==> config.mk <==
export PLATFORM = sky130hd
export DESIGN_NAME = fetch_unit
export DESIGN_NICKNAME = d
export VERILOG_FILES = /design/src/rtl/fetch_unit.sv
export SDC_FILE = /design/constraint.sdc
export NUM_CORES = 1
export LEC_CHECK = 0
export CORE_MARGIN = 2
export CORE_UTILIZATION = 40
export DETAILED_ROUTE_END_ITERATION = 10
export RECOVER_POWER = 100
export SKIP_CTS_REPAIR_TIMING = 1
export SYNTH_ARGS = -nofsm -noshare
export SYNTH_HDL_FRONTEND = slang
export SYNTH_SLANG_ARGS = --single-unit
==> constraint.sdc <==
create_clock -name clk -period 2.7 [get_ports clk]
set_clock_uncertainty 0.05 [all_clocks]
set_input_delay 0.405 -clock clk [delete_from_list [all_inputs] [get_ports clk]]
set_output_delay 0.405 -clock clk [all_outputs]
set_load 0.01 [all_outputs]
==> src/rtl/fetch_unit.sv <==
// fetch_unit: instruction fetch stage with a prefetch FIFO and a valid/ready decode interface
// Optional HALT_DETECT_EN: stop fetching after enqueuing a HALT_OPCODE word
module fetch_unit #(
    parameter int ADDR_W = 8,
    parameter int DATA_W = 16,
    parameter int DEPTH = 2,
    parameter logic [ADDR_W-1:0] RESET_PC = '0
`ifdef HALT_DETECT_EN
    , parameter logic [4:0] HALT_OPCODE = 5'b10011
`endif
) (
    input  logic              clk,
    input  logic              reset_n,
    output logic [ADDR_W-1:0] rom_address,
    input  logic [DATA_W-1:0] rom_data,
    input  logic              redirect_valid,
    input  logic [ADDR_W-1:0] redirect_pc,
    output logic              inst_valid,
    input  logic              inst_ready,
    output logic [DATA_W-1:0] inst_out,
    output logic [ADDR_W-1:0] inst_pc,
    output logic              halted
);
    localparam int PW = $clog2(DEPTH);
    localparam int CW = $clog2(DEPTH + 1);
    logic [ADDR_W+DATA_W-1:0] mem [DEPTH];
    logic [ADDR_W+DATA_W-1:0] head_n;
    logic [ADDR_W-1:0] pc;
    logic [PW-1:0] rd, wr, rd_n;
    logic [CW-1:0] count, cnt_n, left;
    logic push, pop, halt_hit;
    always_comb begin
        pop = inst_valid & inst_ready & ~redirect_valid;
        push = ~redirect_valid & ~halted & ((count < CW'(DEPTH)) | pop);
        left = count - CW'(pop);
        cnt_n = redirect_valid ? '0 : left + CW'(push);
        rd_n = rd + PW'(pop);
        // when nothing older survives the pop, the new head is the word being pushed now
        head_n = (left == '0) ? {pc, rom_data} : mem[rd_n];
    end
`ifdef HALT_DETECT_EN
    assign halt_hit = push & (rom_data[15:11] == HALT_OPCODE);
    always_ff @(posedge clk or negedge reset_n) begin
        if (!reset_n) halted <= 1'b0;
        else halted <= redirect_valid ? 1'b0 : halted | halt_hit;
    end
`else
    assign halt_hit = 1'b0;
    assign halted = 1'b0;
`endif
    always_ff @(posedge clk) begin
        if (push) mem[wr] <= {pc, rom_data};
    end
    always_ff @(posedge clk or negedge reset_n) begin
        if (!reset_n) begin
            pc <= RESET_PC;
            rd <= '0;
            wr <= '0;
            count <= '0;
            inst_out <= '0;
            inst_pc <= '0;
        end else begin
            pc <= redirect_valid ? redirect_pc : (push & ~halt_hit) ? pc + ADDR_W'(1) : pc;
            rd <= redirect_valid ? '0 : rd_n;
            wr <= redirect_valid ? '0 : wr + PW'(push);
            count <= cnt_n;
            if (cnt_n != '0) {inst_pc, inst_out} <= head_n;
        end
    end
    assign inst_valid = count != '0;
    assign rom_address = pc;
endmodule

==> qor.yml <==
routed_via_density: 5.56
cts_buffer_depth: 2
syn_area_mm2: 0.00413
dpl.hpwl_um: 6290
dr_total_vias: 3211
p_sw_mw: 1.80
r2r_slack_ps: 350
syn_to_final_growth_pct: 23.6
antennaDiodeCount: 0
final_cell_mix: "60 x nand2_1, 49 x dlygate4sd3_1, 48 x edfxtp_1, 47 x a22oi_1, 35 x dfrtp_1"
antenna_left: 0
tightest_slew_ps: 883
holdCritPathClass: "in -> async"
vdd_drop_max_uv: 380
dr_wl_met2_um: 4990
io_buffers: 60
mostFrequentLayoutCell: "nand2_1"
async_flop_share: 0.429
p_total_mw: 5.00
seqPwrFrac: 0.382
syn_avg_cell_area_um2: 11.0
clock.fmax_mhz: 416
rsz0062_at_grt: "false"
multi_input_area_mm2: 0.00159
start_util: 0.406
setup_violations: 0
cts_tree: "built"
cp-start-kind: "input port"
maxCapViolations: 0
stdcell_area_mm2: 0.00511
final_max_slew_viol_count: 0
met3WireLength_um: 688
io_pins: 62
critPathCaptureType: "register"
fill_cells: 932
ys.flop_type: "edfxtp_1"
dr.pass1.iters: 5
yosys-top-cells-area: "edfxtp_1 35%, dfrtp_1 22%, a22oi_1 8.5%"
fin_crit_ps: 2400
pwr-share-clk: 0.199
yosysTopAreaCellShare: 0.349
hold_violations: 0
dieArea_mm2: 0.0112
status: "finished clean"
drc: 0
drive_above_1_share: 0.0952
dp_slack_ps: -95.4
rows: 37
finalCritPeriodShare: 0.891
netlist_instances: 376
postPlaceCellArea_mm2: 0.00491
cts_max_level: 3
overflow: 0
p_int_mw: 3.20
grt_usage: 0.192
routed_wl_um: 10200
slew_headroom: 0.411
antenna_found_initial: 0
die_x_um: 106
path_clk_slew_ps: 90
synth.net_count: 409
drt_iter0_drc: 247
gp_congestion: 0.770
synth_seq_area_share: 0.567
nNetsFinal: 469
synth_top_area_cell: "edfxtp_1"
power_frac_comb: 0.419
grt_max_degree: 74
yosys_warnings: 0
regArea_mm2: 0.00234
cts_buffers: 9
cts-root-buf: "clkbuf_8"
ys_types: 39
synth-edff-count: 48
wl_met1_um: 4410
cp.arrival_ps: 2580
wl_per_cell_um: 17.6
grt_pass1_wl_um: 16700
highest_layer: "met4"
insertion_delay_ps: 360
p_per_area_mw_per_mm2: 979
switching_share: 0.361
ys_ff_latch: 84
die_h_um: 106
worstPathRequired_ps: 2870
layout_setup_ws_ps: 295
criticalPathCategory: "in -> reg"
coreArea_mm2: 0.0102
cts_sinks: 84
leakagePower_nw: 1.89
worstPathMaxFanout: 15
grt_pass1_vias: 3233
## critical path, cell delays in order
cell and delay [ps]:
clkdlybuf4s50_1 530, o21ai_4 80, nor2_2 100, ha_1 250, inv_1 90, ha_1 240
nor2_1 240, nor2_1 90, o21ai_1 180, buf_4 240, o21ai_0 120
## synthesized netlist by cell type, drive strengths merged (2+ instances only)
master  count
nor2        6
nor3       25
inv         6
xnor2       5
buf        20
dfrtp      36
xor2        3
o21ai      34
nand2b     26
nand3       2
a21oi       2
edfxtp     48
ha          5
clkbuf     11
nand2      60
a211oi      3
a311oi     24
a22oi      48
## path summary, 6_finish.rpt
check	startpoint	to	depth (start not counted)
setup / recovery	inst_ready	inst_pc[4]	11
hold / removal	reset_n	inst_out[12]	1
setup reg to reg	count[0]	inst_pc[4]	10
hold reg to reg	inst_out[11]	inst_out[11]	2
max in group asynchronous	reset_n	rd	1
min in group clk	inst_out[11]	inst_out[11]	2
## per-stage QoR
step | TNS, ps | std cells | utilization | hold WS [ps]
after floorplan | 0 | 376 | - | 59.4
after global placement | 0 | 561 | 0.482 | 440
after detailed placement | -970 | 561 | 0.482 | 449
after CTS | 0 | 577 | 0.504 | 133
after global routing | 0 | 577 | 0.502 | 189
final | 0 | 577 | 0.502 | 107
## power groups by stage
stage	Combinational (mW)	Clock, mW	Sequential [mW]
2_1_floorplan	1.26	0	1.99
3_3_place_gp	2.18	0	1.94
3_5_place_dp	2.23	0	1.94
4_1_cts	2.24	1.02	1.92
5_1_grt	2.32	1.07	1.95
6_report	2.09	0.997	1.91
## sequential cells by signal, summed over array words and instances (netlist names)
name / cells
inst_out: 16
rom_address: 8
inst_pc: 8
wr: 1
rd: 1
mem: 48
count: 2
## metal layers
metal / vias to the layer above / GRT usage
li1: 1521 / -
met1: 1580 / 0.258
met2: 103 / 0.315
met3: 7 / 0.0278
met4: 0 / 0.0742
met5: - / 0
## area by class of cell
class                      instances  area share
clock buffer                      12      0.0284
clock inverter                     4      0.0145
inverter                           7     0.00514
multi-input combinational        254       0.312
sequential                        84       0.459
tap                              136      0.0333
timing repair buffer              80       0.148
## cells by family (layout without fill, tap and decap cells)
family / count (synthesis) / in the layout / synth area share
adder cells (fa/ha/maj): 5 / 5 / 0.0151
AND/OR/NAND/NOR: 124 / 124 / 0.142
buffers and inverters: 38 / 103 / 0.0503
AO/OA/AOI/OAI: 113 / 113 / 0.197
XOR/XNOR: 9 / 9 / 0.0227
flip-flops: 84 / 84 / 0.567
other: 1 / 1 / 0.000907
multiplexers: 2 / 2 / 0.00515
No activity file was read; power rests on OpenSTA's default activity.
